File: config.mk
export PLATFORM = sky130hd
export DESIGN_NAME = dcm_reset_ctrl
export DESIGN_NICKNAME = d
export VERILOG_FILES = /design/src/rtl/dcm_ctrl_pkg.sv /design/src/rtl/sync_2ff.sv /design/src/rtl/dcm_reset_ctrl.sv
export SDC_FILE = /design/constraint.sdc
export NUM_CORES = 1
export LEC_CHECK = 0
export ABC_AREA = 1
export CAP_MARGIN = 20
export CORE_MARGIN = 3
export CORE_UTILIZATION = 55
export DETAILED_ROUTE_END_ITERATION = 8
export PLACE_DENSITY = 0.85
export SKIP_CTS_REPAIR_TIMING = 1
export SYNTH_ARGS = -nofsm -noshare
export SYNTH_HDL_FRONTEND = slang
export SYNTH_SLANG_ARGS = --single-unit
File: constraint.sdc
create_clock -name CLK_IN1 -period 2.4 [get_ports CLK_IN1]
set_clock_uncertainty 0.2 [all_clocks]
set_input_delay 0.72 -clock CLK_IN1 [delete_from_list [all_inputs] [get_ports CLK_IN1]]
set_output_delay 0.72 -clock CLK_IN1 [all_outputs]
set_load 0.05 [all_outputs]
File: src/rtl/dcm_ctrl_pkg.sv
// -----------------------------------------------------------------------------
// dcm_ctrl_pkg
//   Shared definitions for the DCM reset/lock sequencer.
//   - dcm_state_e : sequencer states
//   - LOSS_CNT_W  : width of the saturating lock-loss counter
//   - max3()      : helper used to size the shared cycle counter
// -----------------------------------------------------------------------------
package dcm_ctrl_pkg;

    typedef enum logic [2:0] {
        S_RESET     = 3'd0,
        S_WAIT_LOCK = 3'd1,
        S_STABLE    = 3'd2,
        S_RUN       = 3'd3,
        S_FAULT     = 3'd4
    } dcm_state_e;

    localparam int LOSS_CNT_W = 8;

    function automatic int max3(input int a, input int b, input int c);
        int m;
        m = (a > b) ? a : b;
        return (m > c) ? m : c;
    endfunction

endpackage

File: src/rtl/sync_2ff.sv
// -----------------------------------------------------------------------------
// sync_2ff
//   Two-flop synchronizer for a single-bit asynchronous input.
//   Ports:
//     clk : destination clock
//     rst : synchronous active-high reset, clears both flops
//     d   : asynchronous input
//     q   : synchronized output (two clk edges of latency)
// -----------------------------------------------------------------------------
module sync_2ff (
    input  logic clk,
    input  logic rst,
    input  logic d,
    output logic q
);

    logic meta;

    // NOTE: sequential state always uses non-blocking assignments so every
    // flop samples its input from before the edge; with blocking '=' here the
    // two stages would collapse into one and the metastability filter is lost.
    always_ff @(posedge clk) begin
        if (rst) begin
            meta <= 1'b0;
            q    <= 1'b0;
        end else begin
            meta <= d;
            q    <= meta;
        end
    end

endmodule

File: src/rtl/dcm_reset_ctrl.sv
// -----------------------------------------------------------------------------
// dcm_reset_ctrl
//   Reset and lock sequencer for the board DCM. Pulses the DCM reset, waits
//   for CLK_VALID, requires it to stay stable before releasing the system
//   reset, re-arms the DCM on loss of lock and faults after repeated timeouts.
//   Ports:
//     CLK_IN1   : free-running primary clock (same net as the DCM input)
//     RESET     : synchronous active-high reset
//     CLK_VALID : DCM lock status, asynchronous to CLK_IN1
//     DCM_RST   : reset to the DCM (high in S_RESET and S_FAULT)
//     SYS_RST   : reset to DCM-clocked logic (low only in S_RUN)
//     LOCKED_OK : high only in S_RUN
//     FAULT     : high only in S_FAULT
//     RETRY_CNT : failed lock attempts since the last S_RUN
//     LOSS_CNT  : lock losses seen in S_RUN, saturating
// -----------------------------------------------------------------------------
module dcm_reset_ctrl
    import dcm_ctrl_pkg::*;
#(
    parameter int RST_PULSE_CYCLES    = 8,
    parameter int LOCK_TIMEOUT_CYCLES = 65536,
    parameter int STABLE_CYCLES       = 1024,
    parameter int MAX_RETRIES         = 3
) (
    input  logic                               CLK_IN1,
    input  logic                               RESET,
    input  logic                               CLK_VALID,
    output logic                               DCM_RST,
    output logic                               SYS_RST,
    output logic                               LOCKED_OK,
    output logic                               FAULT,
    output logic [$clog2(MAX_RETRIES+1)-1:0]   RETRY_CNT,
    output logic [LOSS_CNT_W-1:0]              LOSS_CNT
);

    localparam int RETRY_W = $clog2(MAX_RETRIES + 1);
    localparam int CNT_MAX = max3(RST_PULSE_CYCLES, LOCK_TIMEOUT_CYCLES, STABLE_CYCLES);
    localparam int CNT_W   = $clog2(CNT_MAX);

    localparam logic [CNT_W-1:0]   PULSE_LAST   = CNT_W'(RST_PULSE_CYCLES - 1);
    localparam logic [CNT_W-1:0]   TIMEOUT_LAST = CNT_W'(LOCK_TIMEOUT_CYCLES - 1);
    localparam logic [CNT_W-1:0]   STABLE_LAST  = CNT_W'(STABLE_CYCLES - 1);
    localparam logic [RETRY_W-1:0] RETRY_LIMIT  = RETRY_W'(MAX_RETRIES);

    // A pulse shorter than the synchronizer depth plus margin could enter
    // S_WAIT_LOCK while valid_s still reflects the previous lock.
    if (RST_PULSE_CYCLES < 4) begin : g_bad_pulse
        $error("dcm_reset_ctrl: RST_PULSE_CYCLES must be at least 4");
    end
    if (MAX_RETRIES < 1) begin : g_bad_retries
        $error("dcm_reset_ctrl: MAX_RETRIES must be at least 1");
    end

    dcm_state_e              state_q, state_d;
    logic [CNT_W-1:0]        cnt_q;
    logic [RETRY_W-1:0]      retry_q, retry_d;
    logic [LOSS_CNT_W-1:0]   loss_q, loss_d;
    logic                    valid_s;

    sync_2ff u_valid_sync (
        .clk (CLK_IN1),
        .rst (RESET),
        .d   (CLK_VALID),
        .q   (valid_s)
    );

    // Next-state and counter-update decode.
    always_comb begin
        // NOTE: every signal driven here gets a default first, so no path
        // through the case leaves it unassigned and no latch is inferred.
        state_d = state_q;
        retry_d = retry_q;
        loss_d  = loss_q;

        unique case (state_q)
            S_RESET: begin
                if (cnt_q == PULSE_LAST) state_d = S_WAIT_LOCK;
            end
            S_WAIT_LOCK: begin
                // Lock wins over a coincident timeout: no retry is charged.
                if (valid_s) begin
                    state_d = S_STABLE;
                end else if (cnt_q == TIMEOUT_LAST) begin
                    if (retry_q == RETRY_LIMIT) begin
                        state_d = S_FAULT;
                    end else begin
                        state_d = S_RESET;
                        retry_d = retry_q + RETRY_W'(1);
                    end
                end
            end
            S_STABLE: begin
                // A drop wins over a coincident stable limit: no release.
                if (!valid_s) begin
                    state_d = S_WAIT_LOCK;
                end else if (cnt_q == STABLE_LAST) begin
                    state_d = S_RUN;
                    retry_d = '0;
                end
            end
            S_RUN: begin
                if (!valid_s) begin
                    state_d = S_RESET;
                    if (loss_q != '1) loss_d = loss_q + LOSS_CNT_W'(1);
                end
            end
            S_FAULT: begin
                state_d = S_FAULT;
            end
            default: begin
                state_d = S_RESET;
            end
        endcase
    end

    // State, counters and registered Moore outputs. The outputs are flopped
    // from the next-state decode so they equal a decode of state_q but cannot
    // glitch while the multi-bit state register changes.
    always_ff @(posedge CLK_IN1) begin
        if (RESET) begin
            state_q   <= S_RESET;
            cnt_q     <= '0;
            retry_q   <= '0;
            loss_q    <= '0;
            DCM_RST   <= 1'b1;
            SYS_RST   <= 1'b1;
            LOCKED_OK <= 1'b0;
            FAULT     <= 1'b0;
        end else begin
            state_q <= state_d;
            retry_q <= retry_d;
            loss_q  <= loss_d;

            if (state_d != state_q) begin
                cnt_q <= '0;
            end else if (state_q == S_RESET || state_q == S_WAIT_LOCK ||
                         state_q == S_STABLE) begin
                cnt_q <= cnt_q + CNT_W'(1);
            end

            DCM_RST   <= (state_d == S_RESET) || (state_d == S_FAULT);
            SYS_RST   <= (state_d != S_RUN);
            LOCKED_OK <= (state_d == S_RUN);
            FAULT     <= (state_d == S_FAULT);
        end
    end

    assign RETRY_CNT = retry_q;
    assign LOSS_CNT  = loss_q;

endmodule

After elaboration in Yosys (flattened, before gate mapping)
Cells that the tools add are included. Widths: inputs -> output; s select.

$add $sub $neg: 3. Equal/unequal tests: 18. Multiplexer cells: 14. Bitwise logic cells: 1. Reduce and logical (&&, ||, !) cells: 9.

Operator list (number): $mux 3 (7); $add 16x1->16 const B (1); $eq 16x10->1 const B (1); $eq 16x16->1 const B (1); $eq 16x3->1 const B (1); $pmux 3 s5 (1); $mux 2 (5); $eq 3x2->1 const B (3); $add 8x1->8 const B (1); $ne 2x2->1 const B (4); $ne 8x8->1 const B (1); $eq 3x3->1 const B (2); $logic_not 3->1 (2); $reduce_and 6->1 (1); $pmux 2 s2 (1); $eq 3x1->1 const B (1); $logic_or 1x1->1 (3); $ne 3x2->1 const B (1); $ne 3x3->1 (1); $reduce_and 3->1 (1); $add 2x1->2 const B (1); $eq 2x2->1 const B (1); $ne 2x1->1 const B (1); $reduce_bool 2->1 (1); 2 further kinds (2).

Register bits: 35. Input bits: 3. Output and inout port bits: 14. Logic and storage cells: 55.

Depth between registers and ports, before layout
Gate-level depths: netlist (run 1).

Word-level depth: 7. Mapped depth: 13. Mapped depth without buffers: 12.

Modules after synthesis
Synthesis (run 1) repeated with hierarchy kept, for this count alone.

Cell total of the unflattened synthesis: 251. Area total of the unflattened synthesis: 1905.6 um^2.

By module, submodules not included: dcm_reset_ctrl (times used 1, cells an instance 245, area each 1850.5 um^2, sequential area each 660.6 um^2); sync_2ff (times used 1, cells an instance 6, area each 55.1 um^2, sequential area each 40.0 um^2).

Least setup slack after synthesis (run 1)
OpenSTA, ideal clock, no wires.

Path type: register to register. Start: register loss_q[1], in the netlist LOSS_CNT[1]. End: register loss_q[6], in the netlist LOSS_CNT[6]. Library setup time: 146 ps. Arrival: 1688 ps. Data required time: 2054 ps. Path slack: 366 ps. Stages on the path, launching flop included: 11. Path buffers: 0. Period minus slack after synthesis: 2034 ps. Cells stage by stage: dfxtp_1 -> ha_1 -> nand3_1 -> nor2_1 -> nand2_1 -> nand3_1 -> inv_1 -> nand2_1 -> inv_1 -> o21ai_0 -> a21oi_1.

Word-level cells in the longest chain between the ends: 2. Elaborated cells on any way between the ends: 3. Classes of those cells: 1 x add/sub; 1 x eq/ne; 1 x reduce/logical.

Ends and longest elaborated chain: start, declared (line dcm_reset_ctrl.sv:57) `logic [LOSS_CNT_W-1:0] loss_q, loss_d;`; start signal, assigned (line dcm_reset_ctrl.sv:132) `loss_q <= loss_d;`; branches (longest 2 deep; another with $add 8x1->8).

Several ways; the timed one is not identified. A chain may end at the register's enable or synchronous reset.

Worst setup path in the final report (run 1)
Start: register loss_q[4], in the netlist LOSS_CNT[4]. End: output LOSS_CNT[4].

RTL lines: end, declared (line dcm_reset_ctrl.sv:33) `output logic [LOSS_CNT_W-1:0] LOSS_CNT`.

No word-level cell between the ends.

==> impl_summary.md, run 1 <==
Status
The run finished with clean final reports.

Placed design
Prior to clock tree synthesis, the placed netlist has a worst setup slack of 0.0874 ns. The weighted congestion reported at the end of routability-driven placement is 0.824. The count of buffers added on input and output ports is 16. The estimated wirelength of the detail-placed design is 2570 um.

Die
During I/O placement, the number of pins put on the boundary was 17. The vertical extent of the die is 64.1 um. The initialized floorplan defines 20 standard-cell rows. The core region is 0.00313 mm^2. The starting density of the core is 0.594. The overall die area is 0.00411 mm^2. The die extent in x is 64.1 um.

Hold path
The path class of the tightest hold or removal check is reg -> reg.

Power
The worst vdd rail ir drop is 376 uV. Power spread over the standard cell area amounts to 471 mW/mm^2. For this design the static power due to leakage is 0.917 nW.

Drt
After detailed routing, the number of vias per cell comes to 4.86. The detail route stage leaves a number of antenna-violating nets equal to 0. For this block, the via count after detailed routing is 1551. Dividing the detail-routed wire length by the instance count gives 10.7 um. The detailed router finished its first iteration with 79 violations. After detailed routing, the total wire length is 3400 um. The total DRC errors in the routed layout is 0. The detailed-router iteration count before antenna repair is 4.

Clocking
In this run the number of H-tree levels came out at 2. The number of clock buffers added by TritonCTS is 5. The TritonCTS clock tree is done. The source-to-sink clock delay at the later pin of the worst-skew pair is 0.33 ns.

Clock tree synthesis found a total of 35 sinks. Clock-pin slew was measured on the worst setup and hold paths at 0.10 ns. The cell sitting at the root of the clock tree is a sky130_fd_sc_hd__clkbuf_4. The clock passes through at most 2 buffers.

Synthesis
Synthesis handed over a netlist of 251 instances. For this run, the register share of the synthesized area comes to 0.377. The synthesized area divided by synthesized cell count is 7.40 um^2. The share of synthesized area in the top cell type comes to 0.377. The leading area contributor after synthesis is sky130_fd_sc_hd__dfxtp_1. The number of warning messages in the yosys log is 0. The synthesized netlist net count is 257. After synthesis the netlist holds a flip-flop and latch count of 35. By area the synthesized netlist is led by sky130_fd_sc_hd__dfxtp_1, sky130_fd_sc_hd__nand2_1, sky130_fd_sc_hd__nor2_1. The netlist area before placement is 0.00186 mm^2. The synthesized netlist contains 30 unique library cells.

Final layout
In the final layout, the share of cells above drive strength 1 is 0.207. After filler insertion, the fill cell instance count of the layout stands at 274. 0 antenna diodes ended up in the layout. At the end of the flow, the number of nets in the layout was 280. The synthesis-to-finish area growth is 14.9%.

STA
Setup repair after global routing left no endpoint under its margin. The worst-case headroom to the max-slew limit is 0.654. The setup total negative slack is 0 ns. The setup-violating endpoint count in the final report is 0. Of the available clock period, the critical path in the final layout requires 0.850. The fmax is 490 MHz. The number of max-slew violations in the final report is 0. The hold violation total from the final report is 0.

Final hold analysis gives a worst-case slack of 0.210 ns. The worst path meets setup with 0.359 ns of slack. The final critical delay including setup and external delays is 2.04 ns. The transition at the pin with the smallest max-transition slack is 0.518 ns.

Worst setup path
The worst setup path is of the reg -> out kind. Together, buffers and inverters on the worst path number 1. Of all nets on the critical path, the largest fanout is 3. Among all stages on the critical path, the largest delay is contributed by sky130_fd_sc_hd__dlymetal6s2s_1.

Among cell families on the critical path, the largest total delay comes from buffers and inverters. The worst setup path is captured at a primary output. Traced cell by cell, the critical path runs through dlymetal6s2s_1. The required arrival time at the worst endpoint is 1.48 ns. STA classifies the critical path startpoint as a flip-flop.

For the worst setup path, the data arrival time is 1.12 ns. The longest individual stage delay on the worst path is 0.43 ns.

GRT
The total overflow left after global routing is 0. The number of global-route vias before repair is 1527. The largest net degree at the start of global routing is 17.

The wire length of the first global-routing pass is 6380 um. The initial antenna violation count is 0. Across every metal layer, demand over resource in global routing totals 0.193.

Flow run
The number of max-capacitance violations reported is 0.
Yosys cell counts (all sizes together):
master   n
a31o     1
o21a     1
o211ai   1
a22oi    1
xnor2    7
nor3b    1
ha       3
nor3     5
a21oi    9
clkinv   1
xor2     7
buf      1
nand2   52
inv     41
nand3   12
mux2     1
o21ai    8
clkbuf   1
nor4     1
dfxtp   35
and2     1
nand4    3
nor2    58
path summary, 6_finish.rpt:
path / depth (start not counted) / endpoint / startpoint / slack [ns]
worst max-delay path: 1 / LOSS_CNT[4] / LOSS_CNT[4] / 0.36
worst min-delay path: 2 / u_valid_sync.q / u_valid_sync.meta / 0.21
worst max register to register: 11 / cnt_q[3] / cnt_q[0] / 0.38
worst min register to register: 2 / u_valid_sync.q / u_valid_sync.meta / 0.21
placed cells by master (no fill, tap or decap), types with 2 or more instances in the layout:
| master | n |
|---|---|
| sky130_fd_sc_hd__xor2_1 | 7 |
| sky130_fd_sc_hd__ha_1 | 3 |
| sky130_fd_sc_hd__nor2_2 | 7 |
| sky130_fd_sc_hd__dfxtp_1 | 35 |
| sky130_fd_sc_hd__dlymetal6s2s_1 | 5 |
| sky130_fd_sc_hd__clkbuf_8 | 2 |
| sky130_fd_sc_hd__nor2_4 | 12 |
| sky130_fd_sc_hd__buf_4 | 10 |
| sky130_fd_sc_hd__nand3_1 | 10 |
| sky130_fd_sc_hd__nor2_1 | 39 |
| sky130_fd_sc_hd__nand2_1 | 42 |
| sky130_fd_sc_hd__clkdlybuf4s50_1 | 2 |
| sky130_fd_sc_hd__nor3_1 | 5 |
| sky130_fd_sc_hd__o21ai_0 | 7 |
| sky130_fd_sc_hd__inv_2 | 5 |
| sky130_fd_sc_hd__nand4_1 | 3 |
| sky130_fd_sc_hd__nand2_2 | 10 |
| sky130_fd_sc_hd__inv_1 | 36 |
| sky130_fd_sc_hd__clkbuf_4 | 5 |
| sky130_fd_sc_hd__xnor2_1 | 7 |
| sky130_fd_sc_hd__a21oi_1 | 9 |
flip-flops by register name, indices dropped and copies added, names as in the netlist:
register and count:
LOSS_CNT 8, RETRY_CNT 2, state_q 3, SYS_RST 1, cnt_q 16, u_valid_sync.q 1
LOCKED_OK 1, DCM_RST 1, u_valid_sync.meta 1, FAULT 1
final cells by class:
cell class | instances | area [um^2] | share of cell area
repair buffers | 18 | 178 | 0.0832
well taps | 44 | 55.1 | 0.0258
clock buffers | 8 | 68.8 | 0.0322
flip-flops and latches | 35 | 701 | 0.328
multi-input cells | 172 | 975 | 0.456
inverters | 42 | 159 | 0.0744
logic make-up after synthesis:
family / after synthesis / share of synthesized area
compound gates: 21 / 0.0626
xor+xnor: 14 / 0.0660
fa+ha+maj: 3 / 0.0202
buf+inv: 44 / 0.0983
flops: 35 / 0.377
mux: 1 / 0.00606
simple gates: 133 / 0.370
metrics by stage:
| step | power, mW | instances | area [um^2] | utilization |
|---|---|---|---|---|
| floorplan | 0.647 | 251 | 1860 | - |
| global placement | 0.658 | 311 | 2050 | 0.657 |
| detailed placement | 0.660 | 311 | 2050 | 0.657 |
| CTS | 1.01 | 319 | 2120 | 0.679 |
| global route | 1.04 | 319 | 2140 | 0.683 |
| finish | 1.00 | 319 | 2140 | 0.683 |
power breakdown:
group	switching [mW]	total [mW]	leakage [nW]	internal [mW]
sequential	0.00562	0.593	0.283	0.588
clock	0.186	0.358	0.0386	0.172
combinational	0.0302	0.0534	0.595	0.0232
total	0.222	1.00	0.917	0.783
per-layer routing:
layer  vias to the layer above  track usage  part of all wire
met4                         0       0.0633             0.013
met5                         -            0                 0
met1                       698        0.226              0.45
met3                         5       0.0422             0.048
li1                        819            -                 -
met2                        29        0.346              0.49
(Power assumes the default switching activity.)
==> run 2: changes to the inputs <==
CORE_MARGIN = 2   (was 3)
==> run 2 against run 1 <==
  * Clock power rose by 19%
  * Design area is the same
  * Sequential power is essentially flat
  * Non-clock buffer count is the same
  * Global-route usage up 1.1 points
  * Critical path depth grew 10
  * Critical path type is now reg -> reg
  * Highest routed layer unchanged
==> impl_summary.md, run 2 (same netlist as run 1, synthesis figures left out) <==
Worst setup path
The worst reg-to-reg setup slack is 0.39 ns. The endpoint identified for the worst register-to-register timing path is cnt_q[2]. The worst register-to-register path begins at cnt_q[0]. The number of cells on the worst reg-to-reg path is 11. The kind of capture point of the worst setup path is a flip-flop. In this run the worst path has a maximum fanout of 16. The setup path with the least slack is of type reg -> reg. The endpoint arrival time on the critical path is 2.06 ns. The required arrival time at the worst endpoint is 2.45 ns.

The kind of launch point of the worst setup path is a flip-flop.

Hold path
The worst hold path belongs to the class reg -> reg. The worst hold path terminates at u_valid_sync.q. The origin of the worst min-delay path is u_valid_sync.meta. The number of stages on the worst hold path is 2.

Final layout
The area growth from synthesis to layout is 14.9%. 0 antenna diodes ended up in the layout. The fraction of layout instances using a drive strength above 1 is 0.222. Leaving out fill and tap cells, the most frequent cell in the layout is sky130_fd_sc_hd__nand2_1. The register with the most flip-flops in the final layout is cnt_q. The register with the most flip-flops in the layout has 16 of them. The final layout net count is 280. In the layout the commonest cells are sky130_fd_sc_hd__nand2_1, sky130_fd_sc_hd__nor2_1, sky130_fd_sc_hd__inv_1, sky130_fd_sc_hd__dfxtp_1, sky130_fd_sc_hd__buf_4. Once layout is complete, the cells apart from fillers number 321.

STA
The number of max-slew violations in the final report is 0. Static timing analysis puts the maximum clock frequency at 496 MHz. The final hold slack is 0.212 ns.

In the finished design, the share of the clock period the worst path needs comes to 0.839. For the pin with the worst max-slew slack, the measured transition is 0.508 ns. In this run the tightest slew margin relative to its limit is 0.658. Setup repair after global routing left no endpoint under its margin. Subtracting the final worst setup slack from the clock period gives 2.01 ns. The hold violation total from the final report is 0. Setup violations remaining at the end of the flow were counted as 0.

In the final timing run, aggregate negative setup slack is 0 ns.

GRT
For this run the aggregate overflow at the end of global routing stands at 0. The largest net degree at the start of global routing is 17. The first global-routing pass estimated 6290 um of wire.

The number of global-route vias before repair is 1531. The initial antenna violation count is 0. Across every metal layer, demand over resource in global routing totals 0.204.

Drt
After detailed routing, the average wire length per cell comes to 10.7 um. The detail route stage leaves a number of antenna-violating nets equal to 0. In the routed layout, each cell is associated on average with a via count of 4.84. Summed over all layers, the routed wires come to 3430 um.

The routed via count is 1555. For this block, the initial DRC count from the detailed router was 57. For this run, the detailed router's first-pass iteration total came to 5. The total DRC errors in the routed layout is 0.

Clocking
After clock tree synthesis, the clock-pin slew on the worst setup and hold paths is 0.11 ns. Counting the buffers created by CTS gives 5. CTS saw 35 sinks.

The buffer type at the clock tree root is sky130_fd_sc_hd__clkbuf_4. The total number of H-tree levels is 2. The source-to-sink clock delay at the later pin of the worst-skew pair is 0.34 ns.

TritonCTS built the clock tree. The number of buffers on the longest clock path is 2.

Power
The share of total power in combinational logic is 0.049. Of the total power, the share spent switching nets is 0.225. The overall power of the completed layout is 1.07 mW. The switching power is 0.241 mW. The ratio of total power to cell area is 501 mW/mm^2. The leakage dissipation is 0.890 nW. Of the total power, the clock network draws 0.397. The internal power consumption is 0.830 mW. The worst vdd rail ir drop is 354 uV. The part of the total power dissipated in sequential elements is 0.554.

Placed design
The number of port buffers is 16. In this run, placement finished with an instance count of 313. The HPWL after detailed placement is 2650 um. The weighted congestion reported at the end of routability-driven placement is 0.912.

Die
The floorplan has 21 rows. The floorplan step set the die height to 62.1 um. The count of boundary I/O pins is 17. The die covers 0.00386 mm^2. After floorplanning, the core was sized to cover 0.00328 mm^2. For this configuration, the core starts out at a cell density of 0.566.

The floorplan step set the die width to 62.1 um.

Flow run
Max-cap violations in this run came to 0.

Status
The flow ran to the end, and the final reports show no timing, DRC or antenna violations.
-- run 2: per-stage QoR --
stage,setup WS (ns),util,cell area [um^2]
finish,0.385,0.650,2140
global route,0.223,0.650,2140
global placement,0.213,0.624,2050
CTS,-0.00683,0.649,2130
floorplan,0.366,-,1860
detailed placement,0.122,0.624,2050
-- run 2: critical path, stage by stage, from the launching register on --
cell and delay, ns:
sky130_fd_sc_hd__dfxtp_1 0.39, sky130_fd_sc_hd__ha_1 0.18, sky130_fd_sc_hd__nand2_1 0.09, sky130_fd_sc_hd__nor2_1 0.13, sky130_fd_sc_hd__nand2_2 0.11, sky130_fd_sc_hd__nor2_4 0.16
sky130_fd_sc_hd__nor2_2 0.06, sky130_fd_sc_hd__nor2_4 0.10, sky130_fd_sc_hd__nand3_1 0.12, sky130_fd_sc_hd__nand3_4 0.12, sky130_fd_sc_hd__buf_12 0.19, sky130_fd_sc_hd__nor2_1 0.06
-- run 2: cell type report --
cell class	count	area [um^2]
fill	276	1150
tap	46	57.6
sequential	35	701
multi-input combinational	172	975
timing repair buffer	18	163
inverter	42	159
clock inverter	3	43.8
clock buffer	5	37.5
-- run 2: power groups by stage --
| stage | clock network, mW | logic [mW] | registers, mW |
|---|---|---|---|
| floorplan | 0 | 0.0410 | 0.606 |
| global placement | 0 | 0.0511 | 0.606 |
| detailed placement | 0 | 0.0535 | 0.607 |
| CTS | 0.431 | 0.0536 | 0.594 |
| global route | 0.458 | 0.0582 | 0.595 |
| finish | 0.425 | 0.0525 | 0.594 |
-- run 2: worst max-delay path by stage --
stage,slack (ns),from,to,cells after the start
detailed placement,0.12,RESET,cnt_q[2],7
floorplan,0.37,LOSS_CNT[1],LOSS_CNT[6],10
global route,0.22,cnt_q[0],cnt_q[2],11
CTS,-0.007,DCM_RST,DCM_RST,1
global placement,0.21,RESET,cnt_q[0],7
finish,0.39,cnt_q[0],cnt_q[2],11
-- run 2: layer usage --
metal	vias up	GRT usage	part of all wire
met5	-	0	0
met4	0	0.0806	0.023
met3	9	0.0616	0.039
met2	26	0.353	0.48
met1	703	0.236	0.46
li1	817	-	-
